===== src/rtl/ppu_timing_controller.sv =====
// PPU master sequencer: dot/line counters, mode FSM, CPU access locks,
// LYC compare and VBlank/STAT interrupt request generation.
module ppu_timing_controller #(
  parameter int DOTS_PER_LINE = 456,
  parameter int OAM_DOTS      = 80,
  parameter int VISIBLE_LINES = 144,
  parameter int TOTAL_LINES   = 154,
  parameter int DRAW_MAX_DOTS = 289
) (
  input  logic       clk_in,
  input  logic       rst_in,
  input  logic       tclk_in,
  input  logic       lcd_en_in,
  input  logic [3:0] stat_sel_in,
  input  logic [7:0] lyc_in,
  input  logic       draw_done_in,
  output logic [1:0] mode_out,
  output logic [7:0] ly_out,
  output logic [8:0] dot_out,
  output logic       lyc_eq_out,
  output logic       oam_scan_start_out,
  output logic       draw_start_out,
  output logic       draw_timeout_out,
  output logic       oam_lock_out,
  output logic       vram_lock_out,
  output logic       vblank_irq_out,
  output logic       stat_irq_out
);

  localparam logic [1:0] M_HBLANK = 2'd0;
  localparam logic [1:0] M_VBLANK = 2'd1;
  localparam logic [1:0] M_OAM    = 2'd2;
  localparam logic [1:0] M_DRAW   = 2'd3;

  localparam logic [8:0] L_DOT_LAST  = 9'(DOTS_PER_LINE - 1);
  localparam logic [8:0] L_OAM_LAST  = 9'(OAM_DOTS - 1);
  localparam logic [8:0] L_DRAW_LAST = 9'(OAM_DOTS + DRAW_MAX_DOTS - 1);
  localparam logic [7:0] L_LY_LAST   = 8'(TOTAL_LINES - 1);
  localparam logic [7:0] L_VIS       = 8'(VISIBLE_LINES);

  logic [8:0] r_dot;
  logic [7:0] r_ly;
  logic [1:0] r_mode;
  logic       r_disabled;
  logic       r_lyc_eq;
  logic       r_stat_line;
  logic       r_stat_irq;
  logic       r_scan_start;
  logic       r_draw_start;
  logic       r_timeout;
  logic       r_vblank;
  logic       r_oam_lock;
  logic       r_vram_lock;

  logic       w_eol;
  logic [7:0] w_ly_nxt;
  logic [1:0] w_mode_nxt;
  logic       w_scan;
  logic       w_draw;
  logic       w_tmo;
  logic       w_vbl;
  logic       w_stat;

  assign w_eol    = (r_dot == L_DOT_LAST);
  assign w_ly_nxt = (r_ly == L_LY_LAST) ? 8'd0 : r_ly + 8'd1;

  always_comb begin
    w_mode_nxt = r_mode;
    w_scan     = 1'b0;
    w_draw     = 1'b0;
    w_tmo      = 1'b0;
    w_vbl      = 1'b0;
    unique case (r_mode)
      M_OAM: begin
        if (r_dot == L_OAM_LAST) begin
          w_mode_nxt = M_DRAW;
          w_draw     = 1'b1;
        end
      end
      M_DRAW: begin
        // done has priority over the timeout on the same dot
        if (draw_done_in) begin
          w_mode_nxt = M_HBLANK;
        end else if (r_dot == L_DRAW_LAST) begin
          w_mode_nxt = M_HBLANK;
          w_tmo      = 1'b1;
        end
      end
      M_HBLANK: begin
        if (w_eol) begin
          if (w_ly_nxt < L_VIS) begin
            w_mode_nxt = M_OAM;
            w_scan     = 1'b1;
          end else begin
            w_mode_nxt = M_VBLANK;
            w_vbl      = 1'b1;
          end
        end
      end
      M_VBLANK: begin
        if (w_eol && (r_ly == L_LY_LAST)) begin
          w_mode_nxt = M_OAM;
          w_scan     = 1'b1;
        end
      end
      default: ;
    endcase
  end

  assign w_stat = ~r_disabled & (
    (stat_sel_in[3] & r_lyc_eq) |
    (stat_sel_in[2] & (r_mode == M_OAM)) |
    (stat_sel_in[1] & (r_mode == M_VBLANK)) |
    (stat_sel_in[0] & (r_mode == M_HBLANK)));

  always_ff @(posedge clk_in) begin
    if (rst_in || !lcd_en_in) begin
      r_dot        <= '0;
      r_ly         <= '0;
      r_mode       <= M_HBLANK;
      r_disabled   <= 1'b1;
      r_lyc_eq     <= 1'b0;
      r_stat_line  <= 1'b0;
      r_stat_irq   <= 1'b0;
      r_scan_start <= 1'b0;
      r_draw_start <= 1'b0;
      r_timeout    <= 1'b0;
      r_vblank     <= 1'b0;
      r_oam_lock   <= 1'b0;
      r_vram_lock  <= 1'b0;
    end else begin
      r_lyc_eq     <= (r_ly == lyc_in);
      r_stat_line  <= w_stat;
      r_stat_irq   <= w_stat & ~r_stat_line;
      r_scan_start <= 1'b0;
      r_draw_start <= 1'b0;
      r_timeout    <= 1'b0;
      r_vblank     <= 1'b0;
      if (tclk_in) begin
        if (r_disabled) begin
          r_disabled   <= 1'b0;
          r_dot        <= '0;
          r_ly         <= '0;
          r_mode       <= M_OAM;
          r_oam_lock   <= 1'b1;
          r_vram_lock  <= 1'b0;
          r_scan_start <= 1'b1;
        end else begin
          if (w_eol) begin
            r_dot <= '0;
            r_ly  <= w_ly_nxt;
          end else begin
            r_dot <= r_dot + 9'd1;
          end
          r_mode       <= w_mode_nxt;
          r_oam_lock   <= (w_mode_nxt == M_OAM) || (w_mode_nxt == M_DRAW);
          r_vram_lock  <= (w_mode_nxt == M_DRAW);
          r_scan_start <= w_scan;
          r_draw_start <= w_draw;
          r_timeout    <= w_tmo;
          r_vblank     <= w_vbl;
        end
      end
    end
  end

  assign mode_out           = r_mode;
  assign ly_out             = r_ly;
  assign dot_out            = r_dot;
  assign lyc_eq_out         = r_lyc_eq;
  assign oam_scan_start_out = r_scan_start;
  assign draw_start_out     = r_draw_start;
  assign draw_timeout_out   = r_timeout;
  assign oam_lock_out       = r_oam_lock;
  assign vram_lock_out      = r_vram_lock;
  assign vblank_irq_out     = r_vblank;
  assign stat_irq_out       = r_stat_irq;

endmodule


===== config.mk =====
export PLATFORM = sky130hd
export DESIGN_NAME = ppu_timing_controller
export DESIGN_NICKNAME = d
export VERILOG_FILES = /design/src/rtl/ppu_timing_controller.sv
export SDC_FILE = /design/constraint.sdc
export NUM_CORES = 1
export LEC_CHECK = 0
export CAP_MARGIN = 5
export CORE_UTILIZATION = 35
export CTS_BUF_LIST = sky130_fd_sc_hd__clkbuf_4
export DETAILED_ROUTE_END_ITERATION = 8
export GPL_ROUTABILITY_DRIVEN = 0
export PLACE_DENSITY_LB_ADDON = 0.1
export SYNTH_ARGS = -nofsm -noshare
export SYNTH_HDL_FRONTEND = slang
export SYNTH_SLANG_ARGS = --single-unit

===== constraint.sdc =====
create_clock -name clk_in -period 2.6 [get_ports clk_in]
set_clock_uncertainty 0.05 [all_clocks]
set_input_delay 0.39 -clock clk_in [delete_from_list [all_inputs] [get_ports clk_in]]
set_output_delay 0.39 -clock clk_in [all_outputs]
set_load 0.01 [all_outputs]

==> results by group <==
Outcome
  • Status: finished clean

Synthesis
  • Seq cells post-synth: 29
  • Synth cell count leaders: dfxtp_1 (29), nor2_1 (18), nand3_1 (11), xor2_1 (11)
  • Yosys cell types: 44
  • Post-synthesis instance total: ~180
  • Post-synth EDFFs: 0
  • Top-count cell post-synth: dfxtp_1
  • Predominant post-synthesis flop cell: dfxtp_1
  • Synth area leaders: dfxtp_1 (38%), xor2_1 (6.3%), xnor2_1 (5.1%)
  • Area share of the largest cell type after synthesis: 37.8%
  • Synthesis Warnings: 0
  • Post-synth top area cell: dfxtp_1
  • Asr flop ratio synth: 0%
  • Mapped Avg Cell Area: between 8 and 9 sq um
  • Seq/Total Area, Yosys: between 30% and 40%
  • Post-Syn Area: ~1500 sq um
  • Post-Synthesis Net Count: 200

STA
  • Final hold viol count: 0
  • Slew HR: 68.9%
  • Final min period: ~2.0 ns
  • Fin crit share: 78.1%
  • Slew Viols, Final: 0
  • Hold Slack: between 0.3 and 0.4 ns
  • Post-Route Setup TNS: 0 ns
  • Unrepaired setup endpoints after global routing: false
  • Fmax: 0.493 GHz
  • # setup viols final: 0
  • Slew @ Worst Pin: between 0.4 and 0.5 ns

CTS
  • Clk buf depth: 2
  • CTS HTree Levels: 2
  • CTS buffer count: 5
  • Worst skew pair latency: around 0.34 ns
  • Root Buffer: clkbuf_4
  • Clock-pin slew on the worst setup and hold paths: approximately 0.090 ns
  • Total clock sinks: 29
  • # hold bufs at CTS: 0
  • TritonCTS clock tree: done
  • PostCTS Resize Cnt: 0
  • Post-CTS setup buffer count: 0

Floorplan
  • # IOs: 44
  • Chip width: between 60 and 70 um
  • Starting Density: between 30% and 40%
  • Core area: 4120 sq um
  • DIE AREA: 4660 sq um
  • Die Span Y: approximately 68 um
  • Num rows: 23

Pwr
  • Lkg Pwr: approximately 0.77 nW
  • Pwr/cell area: between 400 and 500 nW/um^2
  • Max VDD drop: between 0.0002 and 0.00025 V

Setup path
  • CP max stage cell: dfxtp_1
  • Crit path launch type: flip-flop
  • Crit. End Element: output port
  • Slowest cell delay on critical path: between 0.6 and 0.7 ns
  • Crit path buffers/inverters: 1
  • Crit path max-delay family: flip-flops
  • WS Path Type: reg2out
  • CP Cell Sequence: clkdlybuf4s50_1
  • CP Max Fanout: 11
  • WP data arrival: approximately 1.6 ns
  • CP required: ~2.2 ns

Placement
  • HPWL after DPL: slightly below 3000 um
  • PortBufs: 43

Routing
  • DR vias/cell: 5.27
  • Top layer in use: met4
  • Via count: around 1,500
  • WL met2: ~1700 um
  • Met3 routed WL: around 190 um
  • Met1 wire length: between 1500 and 2000 um
  • Drt pass-1 iters: 4
  • Drt drc: 0
  • Routed WL: about 3900 um
  • DR iter-0 viols: 62
  • Per-cell routed wire length: 14.0 um
  • Final antenna-violating net count: 0

Hold path
  • Worst hold path class: reg2reg

Finish
  • FF+latch area: 581 sq um
  • Multi-input logic area: just over 900 sq um
  • Area delta synth->final: 36.9%
  • Nets: 247
  • # diodes: 0
  • Number of fillers in the final layout: just over 400
  • Max reg flops: 9
  • Share of post-route cells with drive strength above 1: just over 6%

Global route
  • Largest net degree at the start of global routing: 14
  • Vias in the first global route: about 1,300
  • First-pass GRT wire length: approximately 6000 um
  • Global-route usage over all layers: approximately 18%
  • Remaining global-route overflow: 0
  • Initial antenna violation count: 0

Flow run
  • Maxcap violations: 0
cell families (layout without fill, tap and decap cells):
group	after synthesis	count (layout)	share of synthesized area (%)
muxes	1	1	0.651
buffers and inverters	12	60	3.01
AOI/OAI and AO/OA	31	31	12.9
DFF	29	29	37.8
adders and majority gates	4	4	3.26
xor gates and xnor gates	20	20	11.4
and+or+nand+nor	82	82	30.9
per-stage QoR:
| stage | setup WS (ns) | power, W | std cells | area (sq um) | utilization, % |
|---|---|---|---|---|---|
| finish | 0.570 | 0.000897 | 277 | 2100 | 51.1 |
| global route | 0.406 | 0.000933 | 277 | 2100 | 51.1 |
| CTS | 0.561 | 0.000907 | 277 | 2100 | 51.1 |
| detailed placement | 0.531 | 0.000537 | 269 | 2020 | 49.2 |
| global placement | 0.566 | 0.000535 | 269 | 2020 | 49.2 |
| floorplan | 0.707 | 0.000494 | 179 | 1540 | - |
cell type report:
cell class                      count  share of cell area (%)
Multi-Input combinational cell    138                    43.2
Timing Repair Buffer               45                    21.2
Tap cell                           50                    2.97
Sequential cell                    29                    27.6
Clock buffer                        6                    2.14
Inverter                            7                    1.25
Clock inverter                      2                    1.61
worst paths after layout:
| path | start | endpoint | slack [ns] | cells after the start |
|---|---|---|---|---|
| setup / recovery | mode_out[1] | mode_out[1] | 0.57 | 1 |
| hold / removal | r_stat_line | stat_irq_out | 0.35 | 1 |
| setup reg to reg | ly_out[0] | mode_out[0] | 0.59 | 6 |
| hold reg to reg | r_stat_line | stat_irq_out | 0.35 | 1 |
where the power goes:
group          internal, W  switching, W
Combinational    0.0000414     0.0000309
Sequential        0.000448    0.00000626
Clock             0.000210      0.000160
cell usage in the layout (no fill, tap or decap), types with 2 or more instances in the layout:
cell and count:
clkdlybuf4s50_1 43, dfxtp_1 29, nor2_1 18, nand3_1 11, xor2_1 11, nand2_1 9, xnor2_1 9, nand4_1 8
inv_1 7, o21ai_0 7, nand2b_1 6, a21oi_1 6, clkbuf_4 6, nor2b_1 5, and3_1 4, nor4_1 4
ha_1 4, a21o_1 3, a211o_1 3, o21ai_1 2, o21bai_1 2, nor3_1 2, a211oi_1 2, and2_1 2
buf_4 2
worst register-to-register path: stages (launching register included):
cell,delay (ns)
dfxtp_1,0.41
ha_1,0.27
and3_1,0.23
or4_1,0.40
o2111ai_1,0.16
nor4_1,0.08
a211o_1,0.31
metal layers:
| metal | GRT usage (%) | vias to the layer above |
|---|---|---|
| li1 | - | 732 |
| met1 | 22.3 | 685 |
| met2 | 27.3 | 35 |
| met3 | 5.00 | 7 |
| met4 | 9.11 | 0 |
| met5 | 0 | - |
Note: power is estimated with default switching activity, not from simulation.
